## config.mk

```make
export PLATFORM = sky130hd
export DESIGN_NAME = cdr_phase_controller_flat
export DESIGN_NICKNAME = d
export VERILOG_FILES = /design/src/rtl/cdr_pkg.sv /design/src/rtl/cdr_phase_controller_if.sv /design/src/rtl/cdr_phase_controller_vote_accumulator.sv /design/src/rtl/cdr_phase_controller.sv /design/src/flat_wrapper.sv
export SDC_FILE = /design/constraint.sdc
export NUM_CORES = 1
export LEC_CHECK = 0
export CORE_MARGIN = 2
export CORE_UTILIZATION = 57
export CTS_CLUSTER_DIAMETER = 100
export DETAILED_ROUTE_END_ITERATION = 16
export HOLD_SLACK_MARGIN = 0.06
export PLACE_DENSITY = 0.76
export SETUP_SLACK_MARGIN = 0.15
export SLEW_MARGIN = 30
export SYNTH_ARGS = -nofsm -noshare
export SYNTH_HDL_FRONTEND = slang
export SYNTH_HIERARCHICAL = 1
export SYNTH_SLANG_ARGS = --single-unit
export TNS_END_PERCENT = 1
```

## constraint.sdc

```tcl
create_clock -name clk -period 5.1 [get_ports clk]
set_input_delay 1.02 -clock clk [delete_from_list [all_inputs] [get_ports clk]]
set_output_delay 1.02 -clock clk [all_outputs]
set_load 0.05 [all_outputs]
```

## src/rtl/cdr_pkg.sv

```systemverilog
// Shared types and defaults for the CDR phase-selection controller.
package cdr_pkg;

    typedef enum logic [1:0] {
        ST_IDLE   = 2'd0,
        ST_TRACK  = 2'd1,
        ST_SETTLE = 2'd2
    } cdr_state_e;

    localparam logic DIR_DEC = 1'b0;
    localparam logic DIR_INC = 1'b1;

    localparam int CDR_NUM_PHASES = 8;
    localparam int CDR_VOTE_WIN   = 16;

    // Per-sample verdict from the vote accumulator.
    typedef struct packed {
        logic close;
        logic inc;
        logic dec;
    } vote_t;

endpackage

```

## src/rtl/cdr_phase_controller_if.sv

```systemverilog
// Detector-side samples in, phase-mux selection and status out.
interface cdr_phase_controller_if #(
    parameter int PHASE_W = 3
);
    logic               en;
    logic               up;
    logic               down;
    logic [PHASE_W-1:0] phase_sel;
    logic               step_valid;
    logic               step_dir;
    logic               locked;
    logic [1:0]         state;

    modport master (
        output en, up, down,
        input  phase_sel, step_valid, step_dir, locked, state
    );

    modport slave (
        input  en, up, down,
        output phase_sel, step_valid, step_dir, locked, state
    );
endinterface

```

## src/rtl/cdr_phase_controller_vote_accumulator.sv

```systemverilog
// Majority vote of up/down samples over fixed windows; flags the closing sample
// and whether the window's net vote crosses the step threshold.
module vote_accumulator
    import cdr_pkg::*;
#(
    parameter int VOTE_WIN = CDR_VOTE_WIN,
    parameter int THRESH   = 4
) (
    input  logic  clk,
    input  logic  rst,
    input  logic  sample_en,
    input  logic  up,
    input  logic  down,
    output vote_t vote
);
    localparam int WIN_W = $clog2(VOTE_WIN);
    localparam int NET_W = $clog2(VOTE_WIN) + 2;
    localparam logic signed [NET_W-1:0] THR_P = NET_W'(THRESH);
    localparam logic signed [NET_W-1:0] THR_N = -THR_P;

    logic [WIN_W-1:0]        win_q;
    logic signed [NET_W-1:0] net_q, net_d, contrib;

    always_comb begin
        contrib = '0;
        if (up && !down)      contrib = NET_W'(1);
        else if (down && !up) contrib = -NET_W'(1);
        net_d      = net_q + contrib;
        vote.close = sample_en && (win_q == WIN_W'(VOTE_WIN - 1));
        vote.inc   = vote.close && (net_d >= THR_P);
        vote.dec   = vote.close && (net_d <= THR_N);
    end

    always_ff @(posedge clk) begin
        if (rst || !sample_en || vote.close) begin
            win_q <= '0;
            net_q <= '0;
        end else begin
            win_q <= win_q + 1'b1;
            net_q <= net_d;
        end
    end
endmodule

```

## src/rtl/cdr_phase_controller.sv

```systemverilog
// Phase-selection FSM: steps the clock-mux index on window votes, blanks the
// detector while the mux settles, and tracks lock from step history.
module cdr_phase_controller
    import cdr_pkg::*;
#(
    parameter int NUM_PHASES   = CDR_NUM_PHASES,
    parameter int PHASE_W      = $clog2(NUM_PHASES),
    parameter int VOTE_WIN     = CDR_VOTE_WIN,
    parameter int THRESH       = 4,
    parameter int SETTLE       = 4,
    parameter int LOCK_WINDOWS = 8,
    parameter int UNLOCK_STEPS = 3
) (
    input logic                   clk,
    input logic                   rst,
    cdr_phase_controller_if.slave cdr
);
    localparam int SETTLE_W = $clog2(SETTLE + 1);
    localparam int QUIET_W  = $clog2(LOCK_WINDOWS + 1);
    localparam int SAME_W   = $clog2(UNLOCK_STEPS + 1);

    cdr_state_e          state_q;
    logic [PHASE_W-1:0]  phase_q;
    logic                step_valid_q, step_dir_q, locked_q;
    logic [SETTLE_W-1:0] settle_q;
    logic [QUIET_W-1:0]  quiet_q, quiet_d;
    logic [SAME_W-1:0]   same_q, same_d;
    vote_t               vote;

    vote_accumulator #(.VOTE_WIN(VOTE_WIN), .THRESH(THRESH)) u_vote (
        .clk       (clk),
        .rst       (rst),
        .sample_en (cdr.en && (state_q == ST_TRACK)),
        .up        (cdr.up),
        .down      (cdr.down),
        .vote      (vote)
    );

    // Both counters saturate; same_d is only consumed on a step, where vote.inc gives the direction.
    always_comb begin
        quiet_d = (quiet_q == QUIET_W'(LOCK_WINDOWS)) ? quiet_q : quiet_q + 1'b1;
        if (vote.inc != step_dir_q)                 same_d = SAME_W'(1);
        else if (same_q == SAME_W'(UNLOCK_STEPS))   same_d = same_q;
        else                                        same_d = same_q + 1'b1;
    end

    always_ff @(posedge clk) begin
        if (rst) begin
            state_q      <= ST_IDLE;
            phase_q      <= '0;
            step_valid_q <= 1'b0;
            step_dir_q   <= DIR_DEC;
            locked_q     <= 1'b0;
            settle_q     <= '0;
            quiet_q      <= '0;
            same_q       <= '0;
        end else begin
            step_valid_q <= 1'b0;
            if (!cdr.en) begin
                state_q  <= ST_IDLE;
                settle_q <= '0;
                quiet_q  <= '0;
                locked_q <= 1'b0;
            end else begin
                case (state_q)
                    ST_IDLE: state_q <= ST_TRACK;
                    ST_TRACK: begin
                        if (vote.inc || vote.dec) begin
                            phase_q      <= vote.inc ? phase_q + 1'b1 : phase_q - 1'b1;
                            step_dir_q   <= vote.inc ? DIR_INC : DIR_DEC;
                            step_valid_q <= 1'b1;
                            state_q      <= ST_SETTLE;
                            settle_q     <= SETTLE_W'(SETTLE);
                            quiet_q      <= '0;
                            same_q       <= same_d;
                            if (same_d >= SAME_W'(UNLOCK_STEPS)) locked_q <= 1'b0;
                        end else if (vote.close) begin
                            quiet_q <= quiet_d;
                            if (quiet_d == QUIET_W'(LOCK_WINDOWS)) locked_q <= 1'b1;
                        end
                    end
                    ST_SETTLE: begin
                        if (settle_q <= SETTLE_W'(1)) begin
                            state_q  <= ST_TRACK;
                            settle_q <= '0;
                        end else begin
                            settle_q <= settle_q - 1'b1;
                        end
                    end
                    default: state_q <= ST_IDLE;
                endcase
            end
        end
    end

    assign cdr.phase_sel  = phase_q;
    assign cdr.step_valid = step_valid_q;
    assign cdr.step_dir   = step_dir_q;
    assign cdr.locked     = locked_q;
    assign cdr.state      = state_q;
endmodule

```

## src/flat_wrapper.sv

```systemverilog
// flat-port wrapper written by rule: the top's interface ports become plain ports
module cdr_phase_controller_flat import cdr_pkg::*;
#(
    parameter int NUM_PHASES   = CDR_NUM_PHASES,
    parameter int PHASE_W      = $clog2(NUM_PHASES),
    parameter int VOTE_WIN     = CDR_VOTE_WIN,
    parameter int THRESH       = 4,
    parameter int SETTLE       = 4,
    parameter int LOCK_WINDOWS = 8,
    parameter int UNLOCK_STEPS = 3
)
  (clk, rst, cdr_en, cdr_up, cdr_down, cdr_phase_sel, cdr_step_valid, cdr_step_dir, cdr_locked, cdr_state);
  cdr_phase_controller_if #(.PHASE_W(PHASE_W)) cdr_i ();
  input logic clk;
  input logic rst;
  input wire logic [$bits(cdr_i.en)-1:0] cdr_en;
  input wire logic [$bits(cdr_i.up)-1:0] cdr_up;
  input wire logic [$bits(cdr_i.down)-1:0] cdr_down;
  output wire logic [$bits(cdr_i.phase_sel)-1:0] cdr_phase_sel;
  output wire logic [$bits(cdr_i.step_valid)-1:0] cdr_step_valid;
  output wire logic [$bits(cdr_i.step_dir)-1:0] cdr_step_dir;
  output wire logic [$bits(cdr_i.locked)-1:0] cdr_locked;
  output wire logic [$bits(cdr_i.state)-1:0] cdr_state;
  assign cdr_i.en = cdr_en;
  assign cdr_i.up = cdr_up;
  assign cdr_i.down = cdr_down;
  assign cdr_phase_sel = cdr_i.phase_sel;
  assign cdr_step_valid = cdr_i.step_valid;
  assign cdr_step_dir = cdr_i.step_dir;
  assign cdr_locked = cdr_i.locked;
  assign cdr_state = cdr_i.state;
  cdr_phase_controller #(.NUM_PHASES(NUM_PHASES), .PHASE_W(PHASE_W), .VOTE_WIN(VOTE_WIN), .THRESH(THRESH), .SETTLE(SETTLE), .LOCK_WINDOWS(LOCK_WINDOWS), .UNLOCK_STEPS(UNLOCK_STEPS)) u_core (.clk(clk), .rst(rst), .cdr(cdr_i));
endmodule
```

# After elaboration in Yosys (flattened, before gate mapping)

Cells that the tools add are included.

Register bits: 27
Output and inout port bits: 8
Word-level logic and storage cells: 76

Add/sub/neg operators: 7
$lt $le $gt $ge: 4
Equal/unequal tests: 10
Multiplexer cells: 20
Bitwise operators: 2
Reduce and logical (&&, ||, !) cells: 23

Operators with widths:

| cell                  | number |
|---|---|
| $eq A4 B4 Y1 const B  | 3 |
| $mux W4               | 3 |
| $mux W6               | 2 |
| $mux W3               | 3 |
| $add A4 B1 Y4 const B | 2 |
| $mux W2               | 4 |
| $add A6 B6 Y6         | 1 |
| $ge A6 B4 Y1 const B  | 1 |
| $le A6 B3 Y1 const B  | 1 |
| $logic_and A1 B1 Y1   | 6 |
| $mux W1               | 6 |
| $pmux W2 S3           | 1 |
| $pmux W3 S2           | 1 |
| $reduce_and A2 Y1     | 3 |
| $reduce_bool A2 Y1    | 3 |
| $sub A3 B1 Y3 const B | 2 |
| $eq A2 B2 Y1 const B  | 2 |
| $ne A2 B2 Y1 const B  | 2 |
| $reduce_and A4 Y1     | 1 |
| $add A3 B1 Y3 const B | 1 |
| $le A3 B1 Y1 const B  | 1 |
| $logic_not A1 Y1      | 3 |
| $logic_or A1 B1 Y1    | 3 |
| $reduce_and A3 Y1     | 1 |
| other kinds (9)       | 10 |

# Logic depth before layout (Yosys ltp)

Gate-level depths: netlist of run 1.

Word-level depth: 12
Depth in mapped cells: 17
Gate-level depth less buffers: 16

# By module

The synthesis of run 1 kept the hierarchy.

Modules (own cells, without submodules):

| module               | times used | cells each | area an instance (sq um) | sequential area each (sq um) |
|---|---|---|---|---|
| cdr_phase_controller | 1          | 110        | 944.7                    | 340.3 |
| vote_accumulator     | 1          | 68         | 615.6                    | 200.2 |

# Least setup slack after synthesis of run 1

No wires, ideal clock.

Kind: input to register
Start point: input cdr_up
End point: register u_core.phase_q[2] (netlist: u_core/cdr.phase_sel[2])
Library setup time: 125 ps
Arrival time: 3724 ps
Slack: 1251 ps
Stages on the path: 16
Buffers on the path: 1
Cells stage by stage: inv_1 -> ha_1 -> inv_1 -> ha_1 -> or4_1 -> a21oi_1 -> a22oi_1 -> xnor2_1 -> a311oi_1 -> buf_6 -> inv_1 -> fa_1 -> xor2_1 -> nor3_1 -> xnor2_1 -> nor2_1

RTL lines:

| what                 | RTL line                   | text |
|---|---|---|
| from (decl)          | flat_wrapper.sv:17         | `input wire logic [$bits(cdr_i.up)-1:0] cdr_up;` |
| to (signal assigned) | cdr_phase_controller.sv:69 | `phase_q <= vote.inc ? phase_q + 1'b1 : phase_q - 1'b1;` |
| to (decl)            | cdr_phase_controller.sv:23 | `logic [PHASE_W-1:0] phase_q;` |

==> summary.txt, run 1 <==
Setup path
  • Kind of critical path: in2reg
  • Buf/Inv on CP: 4
  • Largest fanout of any net on the critical path: 5
  • Worst setup path start: cdr_up
  • Critical-path top delay cell: clkdlybuf4s50_1
  • Data required time of the worst path: around 5300 ps
  • Arrival time worst endpoint: 4340 ps
  • List of cells traversed by the critical path: clkdlybuf4s50_1 -> inv_1 -> ha_1 -> inv_1 -> ha_1 -> ha_1 -> a21o_1 -> a21oi_1 -> a21oi_2 -> xnor2_1 -> a311oi_1 -> inv_1 -> fa_1 -> xor2_1 -> nor3_1 -> xnor2_1 -> nor2_1
  • Startpoint of the worst register-to-register path: u_core/u_vote/net_q[1]$_SDFF_PP0_
  • Nature of the critical path endpoint: flop
  • Family with the most delay on the worst path: adder cells
  • Critical path startpoint category: input port
  • CP peak stage delay: approximately 470 ps

Routing
  • Routed length on met2: 1490 um
  • Routed wire length: 3080 um
  • DR WL/cell: 14.1 um
  • Met3 routed wirelength: around 80 um
  • Final routed DRC violation total: 0
  • TritonRoute pass-1 iters: 4
  • Vias per cell: 5.92
  • Drt first-iter violations: 74
  • Top routing layer used: met4
  • Routed met1 length: 1440 um
  • Antenna-violating nets left: 0
  • Vias post-DR: 1291

Clock network
  • Clock root buffer master: clkbuf_4
  • CTS Hold Buffers Added: 0
  • Number of H-tree levels: 1
  • TritonCTS clock tree: done
  • Total CTS buffers: 3
  • Worst-Skew Late Latency: approximately 330 ps
  • Post-CTS setup buffer count: 0
  • Buffer levels on the longest clock path: 2
  • Cts repair resizes: 0
  • Clock-pin transition on the worst setup and hold timing paths: ~130 ps
  • Count of clock tree sinks: 27

GRT
  • Number of global-route vias before repair: 1236
  • Wire length of the first global-routing pass: about 5400 um
  • Initial antenna violation count: 0
  • Total global routing overflow: 0
  • Pin count of the biggest net entering global routing: 16
  • Tot GR Track Use: 21.3%

Die
  • Placement row count: 18
  • Overall die area: 3170 sq um
  • Number of ports placed on the die boundary: 13
  • Chip Height: roughly 56 um
  • Initial Util: 61.3%
  • Floorplan die width: 56.3 um
  • Core area: ~2500 sq um

STA
  • Skew final: about 12 ps
  • RSZ-0062 raised after global routing: no
  • Worst Tran Pin Value: 499 ps
  • Setup total negative slack: 0 ps
  • Final slew viol count: 0
  • Final critical-path required period: 4130 ps
  • Number of failing hold endpoints at the final stage: 0
  • Upper clock frequency limit: ~240 MHz
  • Count of final setup violators: 0
  • Worst slew margin: 66.6%
  • Post-route clock period utilization: 80.9%

Placed design
  • GPL Wtd Cong: roughly 0.87
  • PortBufs: 12
  • Half-perimeter wire length of the detailed placement result: 2340 um

Synth
  • Avg Cell Area, Syn: 8.77 sq um
  • Async set or reset register ratio after synthesis: 0%
  • Synth Flop Type: dfxtp_1
  • EDFF count, synth: 0
  • Count of state elements after synthesis: 27
  • Net Count, Synth: 193
  • Post-synthesis cell count: 178
  • Mapped Area: 1560 sq um
  • Post-synth top area cell: dfxtp_1
  • Post-synthesis cell type count: 52
  • Share of Yosys cell area claimed by the top area cell type: 34.6%
  • Area contributors post-synth: dfxtp_1 35%, ha_1 7.2%, a21oi_1 5.5%, xnor2_1 3.9%, inv_1 3.1%
  • Sequential-to-total area share from yosys stat: 34.6%
  • Total number of yosys warnings: 6

Power
  • Power share of the clock group: 27.5%
  • Sequential cell fraction of total power: 64.0%
  • Cell Pwr Density: 196 nW/um^2
  • NetSw: between 80 and 90 uW
  • LEAKAGE: 0.000657 uW
  • Fraction of power spent switching nets: 24.0%
  • Internal power: ~250 uW
  • Relative contribution of combinational cells to total power: 8.5%
  • Worst IR Drop VDD: 0.163 mV

Finish
  • Count of inserted antenna diode cells: 0
  • Synth-to-layout area growth: 9.14%
  • Final core area utilization: 66.9%
  • Number of nets in the layout: 204
  • Proportion of layout cells with a drive suffix above 1: 8.51%

Run status
  • Run status: complete, no violations

Flow run
  • Max capacitance violation total: 0

Min path
  • Worst hold start: u_core/u_vote/win_q[0]$_SDFF_PP0_
  • Path category of the worst min-delay check: reg2reg
==> cells in the final DEF, fill, tap and decap left out, drive strengths merged, types with 2 or more instances in the layout <==
master	instances
nand3	3
nand2	8
nand3b	2
a311oi	2
nand4b	2
dfxtp	27
and3	2
nor3	2
nand4	2
o21ai	8
a211o	2
a21oi	18
and2	4
clkdlybuf4s50	12
nand2b	7
o21bai	2
and2b	2
or2	2
inv	13
ha	9
clkbuf	3
mux2i	2
or3	2
nor2	15
a31oi	4
xnor2	7
a22oi	2
xor2	5
==> per-stage QoR <==
| stage | setup slack [ps] | power [uW] | std cells | area, sq um | hold slack, ps |
|---|---|---|---|---|---|
| global route | 747 | 348 | 218 | 1700 | 478 |
| CTS | 974 | 335 | 218 | 1700 | 463 |
| detailed placement | 648 | 246 | 214 | 1680 | 443 |
| floorplan | 1250 | 238 | 178 | 1560 | 418 |
| finish | 972 | 334 | 218 | 1700 | 458 |
| global placement | 833 | 245 | 214 | 1680 | 430 |
==> power groups by stage <==
| stage | Clock, uW | Combinational [uW] | Sequential, uW |
|---|---|---|---|
| 3_5_place_dp | 0 | 27.9 | 218 |
| 3_3_place_gp | 0 | 26.7 | 218 |
| 5_1_grt | 103 | 31.2 | 214 |
| 4_1_cts | 93.0 | 28.1 | 214 |
| 6_report | 91.9 | 28.4 | 214 |
| 2_1_floorplan | 0 | 18.8 | 219 |
==> area by class of cell <==
type	instances	area, sq um
Multi-Input combinational cell	131	921
Fill cell	217	842
Sequential cell	27	541
Timing Repair Buffer	13	128
Inverter	13	48.8
Tap cell	30	37.5
Clock buffer	3	22.5
Clock inverter	1	5.00
==> cell families after synthesis <==
family          synth area share (%)
simple gates                    21.7
compound gates                  20.8
flops                           34.6
buf+inv                         6.33
xor+xnor                        6.74
fa+ha+maj                       8.50
mux                             1.28
==> registers in the layout, summed over array words and instances (netlist names) <==
register and cells:
u_core/quiet_q 4, u_core/same_q 2, u_core/u_vote/net_q 6, u_core/cdr.step_valid 1, u_core/u_vote/win_q 4, u_core/cdr.locked 1
u_core/cdr.phase_sel 3, u_core/settle_q 3, u_core/cdr.state 2, u_core/cdr.step_dir 1
==> metal layers <==
metal	global-route usage (%)	vias to the layer above
met5	0	-
met4	9.52	0
met3	3.00	8
met2	35.3	27
met1	27.5	606
li1	-	650
==> synthesized netlist by cell type, drive strengths merged (3+ instances only) <==
cell	number
o21ai	8
ha	9
xnor2	7
nand2b	7
buf	5
and2	4
xor2	5
dfxtp	27
a31oi	4
inv	13
nand2	8
a21oi	18
nor2	15
nand3	3
==> worst paths after layout <==
| check | to | depth (start not counted) | slack (ps) |
|---|---|---|---|
| hold reg to reg | u_core/u_vote/win_q[0]$_SDFF_PP0_ | 1 | 460 |
| hold / removal | u_core/u_vote/win_q[0]$_SDFF_PP0_ | 1 | 460 |
| setup / recovery | u_core/cdr.phase_sel[2]$_SDFFE_PP0P_ | 17 | 970 |
| setup reg to reg | u_core/cdr.phase_sel[2]$_SDFFE_PP0P_ | 13 | 2160 |
(Power assumes the default switching activity.)
==> inputs of run 2 (changes only) <==
CORE_UTILIZATION = 51   (was 57)
PLACE_DENSITY = 0.71   (was 0.76)
clock period = 3.4 ns   (was 5.1 ns; I/O delays follow)
==> run 2 against run 1 <==
  * Power grew 54%
  * Sequential share of layout area is 3.7 points lower
  * Worst setup slack got worse by 700 ps
  * Core utilization down 2.2 points
  * Cell count rose by 8.3%
  * Count of clock-buffer cells in the layout unchanged
  * Non-clock buffer count up 15
  * Critical path type unchanged
  * Largest cell class unchanged
==> summary.txt, run 2 (same netlist as run 1, synthesis figures left out) <==
Die
  • Initial Util: 52.4% (was 61.3%)
  • Core area: 2980 sq um (was 2540 sq um)
  • Floorplan die width: 59.3 um (was 56.3 um)
  • Chip Height: 59.3 um (was 56.3 um)
  • Number of ports placed on the die boundary: 13 (unchanged)
  • Placement row count: 20 (was 18)
  • Overall die area: 3520 sq um (was 3170 sq um)

Finish
  • Non-filler instance count after layout: 236 (was 218)
  • Largest register FFs: 6 (unchanged)
  • Most common cell after layout, fill and taps aside: dfxtp_1 (unchanged)
  • Count of inserted antenna diode cells: 0 (unchanged)
  • Synth-to-layout area growth: 23.4% (was 9.14%)
  • Commonest cells after routing, fill and taps aside: 27 x dfxtp_1, 15 x a21oi_1, 15 x buf_4, 13 x nor2_1 (was 27 x dfxtp_1, 17 x a21oi_1, 13 x inv_1, 13 x nor2_1, 12 x clkdlybuf4s50_1)
  • Proportion of layout cells with a drive suffix above 1: 25.1% (was 8.51%)
  • Filler Cells Inserted: 244 (was 217)
  • Largest regs: u_core/u_vote/net_q x6, u_core/quiet_q x4, u_core/u_vote/win_q x4 (unchanged)
  • Register name with the most flops: u_core/u_vote/net_q (unchanged)
  • Number of nets in the layout: 219 (was 204)

GRT
  • Number of global-route vias before repair: 1220 (was 1236)
  • Wire length of the first global-routing pass: 5330 um (was 5440 um)
  • Tot GR Track Use: 19.6% (was 21.3%)
  • Total global routing overflow: 0 (unchanged)
  • Initial antenna violation count: 0 (unchanged)
  • Pin count of the biggest net entering global routing: 16 (unchanged)

Setup path
  • Largest fanout of any net on the critical path: 3 (was 5)
  • Family with the most delay on the worst path: adder cells (unchanged)
  • Cell type with the highest occurrence count on the critical path: inv_2
  • List of cells traversed by the critical path: buf_6 -> inv_2 -> ha_4 -> inv_2 -> ha_4 -> or4_4 -> a21oi_2 -> a22oi_2 -> xnor2_2 -> a311oi_2 -> inv_2 -> fa_2 -> xor2_2 -> nor3_2 -> xnor2_1 -> nor2_1 (was clkdlybuf4s50_1 -> inv_1 -> ha_1 -> inv_1 -> ha_1 -> ha_1 -> a21o_1 -> a21oi_1 -> a21oi_2 -> xnor2_1 -> a311oi_1 -> inv_1 -> fa_1 -> xor2_1 -> nor3_1 -> xnor2_1 -> nor2_1)
  • Kind of critical path: in2reg (unchanged)
  • R2R depth: 13 (unchanged)
  • Critical path startpoint category: input port (unchanged)
  • Critical-path top delay cell: or4_4 (was clkdlybuf4s50_1)
  • Nature of the critical path endpoint: flop (unchanged)
  • Data required time of the worst path: 3620 ps (was 5310 ps)
  • Buf/Inv on CP: 4 (unchanged)
  • Instance count on the critical path: 16 (was 17)
  • Arrival time worst endpoint: 3350 ps (was 4340 ps)
  • CP peak stage delay: 410 ps (was 470 ps)

Power
  • LEAKAGE: 0.000738 uW (was 0.000657 uW)
  • Overall Power: 514 uW (was 334 uW)
  • Worst IR Drop VDD: 0.177 mV (was 0.163 mV)
  • Cell Pwr Density: 267 nW/um^2 (was 196 nW/um^2)

Placed design
  • Half-perimeter wire length of the detailed placement result: 2270 um (was 2340 um)
  • Post-Place Setup Slack: -479 ps (was 648 ps)
  • PortBufs: 12 (unchanged)
  • Cell count after placement: 227 (was 214)
  • GPL Wtd Cong: 0.895 (was 0.867)

Clock network
  • Buffer levels on the longest clock path: 2 (unchanged)
  • Clock root buffer master: clkbuf_4 (unchanged)
  • Clock-pin transition on the worst setup and hold timing paths: 140 ps (was 130 ps)
  • CTS Hold Buffers Added: 0 (unchanged)
  • Worst-Skew Late Latency: 320 ps (was 330 ps)
  • TritonCTS clock tree: done (unchanged)
  • Count of clock tree sinks: 27 (unchanged)
  • Total CTS buffers: 3 (unchanged)
  • Number of H-tree levels: 1 (unchanged)

Flow run
  • Max capacitance violation total: 0 (unchanged)

STA
  • Final critical-path required period: ~3100 ps
  • Hold_ws: 486 ps (was 458 ps)
  • Setup total negative slack: 0 ps (unchanged)
  • Worst slew margin: 66.7% (was 66.6%)
  • Count of final setup violators: 0 (unchanged)
  • Final slew viol count: 0 (unchanged)
  • Post-route clock period utilization: 92.1%
  • Worst setup margin: 270 ps (was 972 ps)
  • RSZ-0062 raised after global routing: no (unchanged)
  • Upper clock frequency limit: between 300 and 400 MHz
  • Number of failing hold endpoints at the final stage: 0 (unchanged)
  • Skew final: 12.6 ps (was 12.0 ps)
  • Worst Tran Pin Value: 498 ps (was 499 ps)

Routing
  • Vias post-DR: 1341 (was 1291)
  • Vias per cell: 5.68 (was 5.92)
  • Drt first-iter violations: 64 (was 74)
  • Final routed DRC violation total: 0 (unchanged)
  • Routed wire length: 3210 um (was 3080 um)
  • Antenna-violating nets left: 0 (unchanged)
  • DR WL/cell: 13.6 um (was 14.1 um)
  • TritonRoute pass-1 iters: 4 (unchanged)

Min path
  • Path category of the worst min-delay check: reg2reg (unchanged)
  • Number of cells traversed by the worst hold path: 1 (unchanged)

Run status
  • Run status: complete, no violations (unchanged)
-- run 2: cell types whose count changed in the layout (fill, tap and decap cells not counted), moves of 3 or more --
cell | previous run | this run
buf_4 | 1 | 15
ha_1 | 9 | 5
buf_6 | 0 | 3
ha_4 | 0 | 3
inv_1 | 13 | 10
inv_2 | 0 | 3
-- run 2: cell type report --
class / instances / area, sq um / area share, %
multi-input cells: 131 / 1020 / 53.0
flip-flops and latches: 27 / 541 / 28.1
repair buffers: 28 / 246 / 12.8
inverters: 13 / 48.8 / 2.53
well taps: 33 / 41.3 / 2.14
clock buffers: 3 / 22.5 / 1.17
clock inverters: 1 / 5.00 / 0.260
-- run 2: metrics by stage --
stage | instance area, sq um | util, %
floorplan | 1570 | -
global placement | 1770 | 59.5
detailed placement | 1770 | 59.5
CTS | 1860 | 62.4
global route | 1930 | 64.7
finish | 1930 | 64.7
-- run 2: worst paths after layout --
kind	start	to	slack, ps
worst min-delay path	u_core/u_vote/win_q[0]$_SDFF_PP0_	u_core/u_vote/win_q[0]$_SDFF_PP0_	490
worst min register to register	u_core/u_vote/win_q[0]$_SDFF_PP0_	u_core/u_vote/win_q[0]$_SDFF_PP0_	490
worst max register to register	u_core/u_vote/net_q[1]$_SDFF_PP0_	u_core/cdr.phase_sel[2]$_SDFFE_PP0P_	550
worst max-delay path	cdr_up	u_core/cdr.phase_sel[2]$_SDFFE_PP0P_	270
-- run 2: repair_timing --
| item | CTS | global route |
|---|---|---|
| setup buffers | 3 | 2 |
| gates resized for setup | 13 | 12 |
| pin swaps | 10 | 16 |
| setup endpoints to repair | 13 | 6 |
-- run 2: metal layers --
| metal | share of wire (%) | vias to the layer above | track usage, % |
|---|---|---|---|
| met5 | 0 | - | 0 |
| met2 | 52 | 22 | 33.3 |
| met1 | 44 | 636 | 25.3 |
| li1 | - | 677 | - |
| met4 | 2.0 | 0 | 7.79 |
| met3 | 2.1 | 6 | 1.97 |
-- run 2: report_power, final --
group          internal (uW)  switching (uW)  total [uW]
registers                318            2.88         321
clock network           44.0            88.8         133
logic                   29.8            30.0        59.8
total                    392             122         514
-- run 2: worst register-to-register path, delay by kind of cell (launching register included) --
kind                       cells  cell delay, ps
and+or+nand+nor                2             260
buffers and inverters          1              70
xor gates and xnor gates       4             660
DFF                            1             550
AOI/OAI and AO/OA              4             670
adders and majority gates      2             540
==> inputs of run 3 (changes only) <==
CORE_MARGIN = default   (was 2)
==> run 3 against run 2 <==
  * The run now ends with design-rule violations left
  * Design area down 1.6%
  * Sequential share of layout area grew 0.44 points
  * Via count rose by 0.97%
  * Wire length increased by 4.1%
  * Non-clock buffer count shrank 2
  * Fmax fell by 3.0%
  * Count of clock-buffer cells in the layout did not move
  * Clock skew fell by 4.5 ps
==> summary.txt, run 3 (same netlist as run 1, synthesis figures left out) <==
Run status
  • Run status: finished, violations left (was complete, no violations)
  • Failing checks: design-rule violations

Routing
  • Final routed DRC violation total: 2 (was 0)
  • Top routing layer used: met4 (unchanged)
  • Met3 routed wirelength: 117 um (was 66 um)
  • Vias per cell: 5.84 (was 5.68)
  • DR WL/cell: 14.4 um (was 13.6 um)
  • TritonRoute pass-1 iters: 11 (was 4)
  • Antenna-violating nets left: 0 (unchanged)
  • Routed length on met2: 1580 um (was 1660 um)
  • Routed met1 length: 1600 um (was 1420 um)
  • Drt first-iter violations: 70 (was 64)
  • Routed wire length: 3340 um (was 3210 um)
  • Vias post-DR: 1354 (was 1341)

Min path
  • Path category of the worst min-delay check: reg2reg (unchanged)

Placed design
  • Placed inst area: 1770 sq um (about the same)
  • GPL Wtd Cong: 0.801 (was 0.895)
  • Half-perimeter wire length of the detailed placement result: 2380 um (was 2270 um)
  • PortBufs: 12 (unchanged)

Clock network
  • Buffer levels on the longest clock path: 2 (unchanged)
  • TritonCTS clock tree: done (unchanged)
  • Total CTS buffers: 3 (unchanged)
  • Number of H-tree levels: 1 (unchanged)
  • Worst-Skew Late Latency: 330 ps (was 320 ps)
  • Clock root buffer master: clkbuf_4 (unchanged)
  • Count of clock tree sinks: 27 (unchanged)
  • Clock-pin transition on the worst setup and hold timing paths: 150 ps (was 140 ps)
  • CTS Hold Buffers Added: 0 (unchanged)

Finish
  • Number of nets in the layout: 217 (was 219)
  • Most common cell after layout, fill and taps aside: dfxtp_1 (unchanged)
  • Final core area utilization: 67.0% (was 64.7%)
  • Count of inserted antenna diode cells: 0 (unchanged)
  • Area taken by flip-flops and latches: 541 sq um (unchanged)
  • Total non-filler cell area in the finished layout: 1900 sq um (was 1930 sq um)
  • Register name with the most flops: u_core/u_vote/net_q (unchanged)
  • Proportion of layout cells with a drive suffix above 1: 23.9% (was 25.1%)
  • Footprint of the multi-input gates: 1010 sq um (was 1020 sq um)
  • Synth-to-layout area growth: 21.5% (was 23.4%)
  • Filler Cells Inserted: 231 (was 244)
  • Largest regs: u_core/u_vote/net_q x6, u_core/quiet_q x4, u_core/u_vote/win_q x4 (unchanged)
  • Commonest cells after routing, fill and taps aside: 27 x dfxtp_1, 15 x a21oi_1, 14 x buf_4, 13 x nor2_1 (was 27 x dfxtp_1, 15 x a21oi_1, 15 x buf_4, 13 x nor2_1)
  • Largest register FFs: 6 (unchanged)

GRT
  • Initial antenna violation count: 0 (unchanged)
  • Pin count of the biggest net entering global routing: 16 (unchanged)
  • Total global routing overflow: 0 (unchanged)
  • Tot GR Track Use: 23.2% (was 19.6%)
  • Wire length of the first global-routing pass: 5940 um (was 5330 um)
  • Number of global-route vias before repair: 1313 (was 1220)

Setup path
  • Arrival time worst endpoint: 3460 ps (was 3350 ps)
  • Buf/Inv on CP: 4 (unchanged)
  • Critical path startpoint category: input port (unchanged)
  • Critical-path top delay cell: or4_4 (unchanged)
  • List of cells traversed by the critical path: buf_6 -> inv_2 -> ha_4 -> inv_2 -> ha_4 -> or4_4 -> a21oi_2 -> a22oi_2 -> xnor2_2 -> a311oi_2 -> inv_2 -> fa_2 -> xor2_1 -> nor3_2 -> xnor2_1 -> nor2_1 (was buf_6 -> inv_2 -> ha_4 -> inv_2 -> ha_4 -> or4_4 -> a21oi_2 -> a22oi_2 -> xnor2_2 -> a311oi_2 -> inv_2 -> fa_2 -> xor2_2 -> nor3_2 -> xnor2_1 -> nor2_1)
  • Family with the most delay on the worst path: simple AND/OR/NAND/NOR gates (was adder cells)
  • Kind of critical path: in2reg (unchanged)
  • Data required time of the worst path: 3630 ps (was 3620 ps)
  • Nature of the critical path endpoint: flop (unchanged)
  • Largest fanout of any net on the critical path: 2 (was 3)
  • CP peak stage delay: 530 ps (was 410 ps)
  • Cell type with the highest occurrence count on the critical path: inv_2 (unchanged)

Flow run
  • Max capacitance violation total: 0 (unchanged)

STA
  • Post-route clock period utilization: 94.9% (was 92.1%)
  • Setup total negative slack: 0 ps (unchanged)
  • Worst Tran Pin Value: 507 ps (was 498 ps)
  • RSZ-0062 raised after global routing: yes (was no)
  • Final slew viol count: 0 (unchanged)
  • Worst slew margin: 66.1% (was 66.7%)
  • Final critical-path required period: 3230 ps (was 3130 ps)
  • Hold_ws: 459 ps (was 486 ps)
  • Skew final: 8.08 ps (was 12.6 ps)
  • Count of final setup violators: 0 (unchanged)
  • Number of failing hold endpoints at the final stage: 0 (unchanged)
  • Upper clock frequency limit: 310 MHz (was 319 MHz)

Power
  • Worst IR Drop VDD: 0.245 mV (was 0.177 mV)
  • LEAKAGE: 0.000743 uW (was 0.000738 uW)
  • Cell Pwr Density: 277 nW/um^2 (was 267 nW/um^2)
  • Overall Power: 524 uW (was 514 uW)

Die
  • Placement row count: 19 (was 20)
  • Chip Height: 57.3 um (was 59.3 um)
  • Initial Util: 55.2% (was 52.4%)
  • Core area: 2830 sq um (was 2980 sq um)
  • Overall die area: 3280 sq um (was 3520 sq um)
  • Floorplan die width: 57.3 um (was 59.3 um)
  • Number of ports placed on the die boundary: 13 (unchanged)
[run 3: changes by cell type in the layout (fill, tap and decap cells not counted), sizes merged]
cell,delta
buf,-2
[run 3: worst register-to-register path: cells and delay by family, from the launching register on]
family,cells,cell delay (ps)
AO/OA/AOI/OAI,4,730
AND/OR/NAND/NOR,2,250
XOR/XNOR,4,600
flip-flops,1,530
adder cells (fa/ha/maj),2,570
buffers and inverters,1,70
[run 3: final cells by class]
type                       count  share of cell area (%)
clock buffer                   3                    1.19
clock inverter                 1                   0.264
inverter                      13                    2.57
timing repair buffer          26                    12.0
sequential                    27                    28.5
multi-input combinational    131                    53.4
tap                           31                    2.05
[run 3: path summary, 6_finish.rpt]
kind	from	end	slack, ps	cells past startpoint
max	cdr_up	u_core/cdr.phase_sel[2]$_SDFFE_PP0P_	170	16
min	u_core/u_vote/win_q[0]$_SDFF_PP0_	u_core/u_vote/win_q[0]$_SDFF_PP0_	460	1
max reg2reg	u_core/u_vote/net_q[1]$_SDFF_PP0_	u_core/cdr.phase_sel[2]$_SDFFE_PP0P_	560	13
min reg2reg	u_core/u_vote/win_q[0]$_SDFF_PP0_	u_core/u_vote/win_q[0]$_SDFF_PP0_	460	1
[run 3: layer usage]
layer | up-vias | GRT usage (%)
met1 | 641 | 32.0
met3 | 10 | 3.40
met4 | 0 | 8.36
met5 | - | 0
li1 | 671 | -
met2 | 32 | 37.0
[run 3: repair_timing]
| item | CTS | global route |
|---|---|---|
| endpoints found under the hold margin | 0 | 0 |
| setup buffers | 3 | 0 |
| endpoints found under the setup margin | 14 | 4 |
| pin swaps | 10 | 1 |
| resized for setup | 18 | 4 |
[run 3: stage by stage]
stage | worst slack (ps) | instances
CTS | 162 | 232
detailed placement | -488 | 225
floorplan | 3.47 | 178
finish | 173 | 232
global route | 117 | 232
global placement | -363 | 225
[run 3: power breakdown]
part	total [uW]	leakage (uW)	internal [uW]	switching, uW
clock	143	0.0000177	44.2	98.8
sequential	321	0.000218	318	2.78
combinational	60.0	0.000508	29.3	30.7
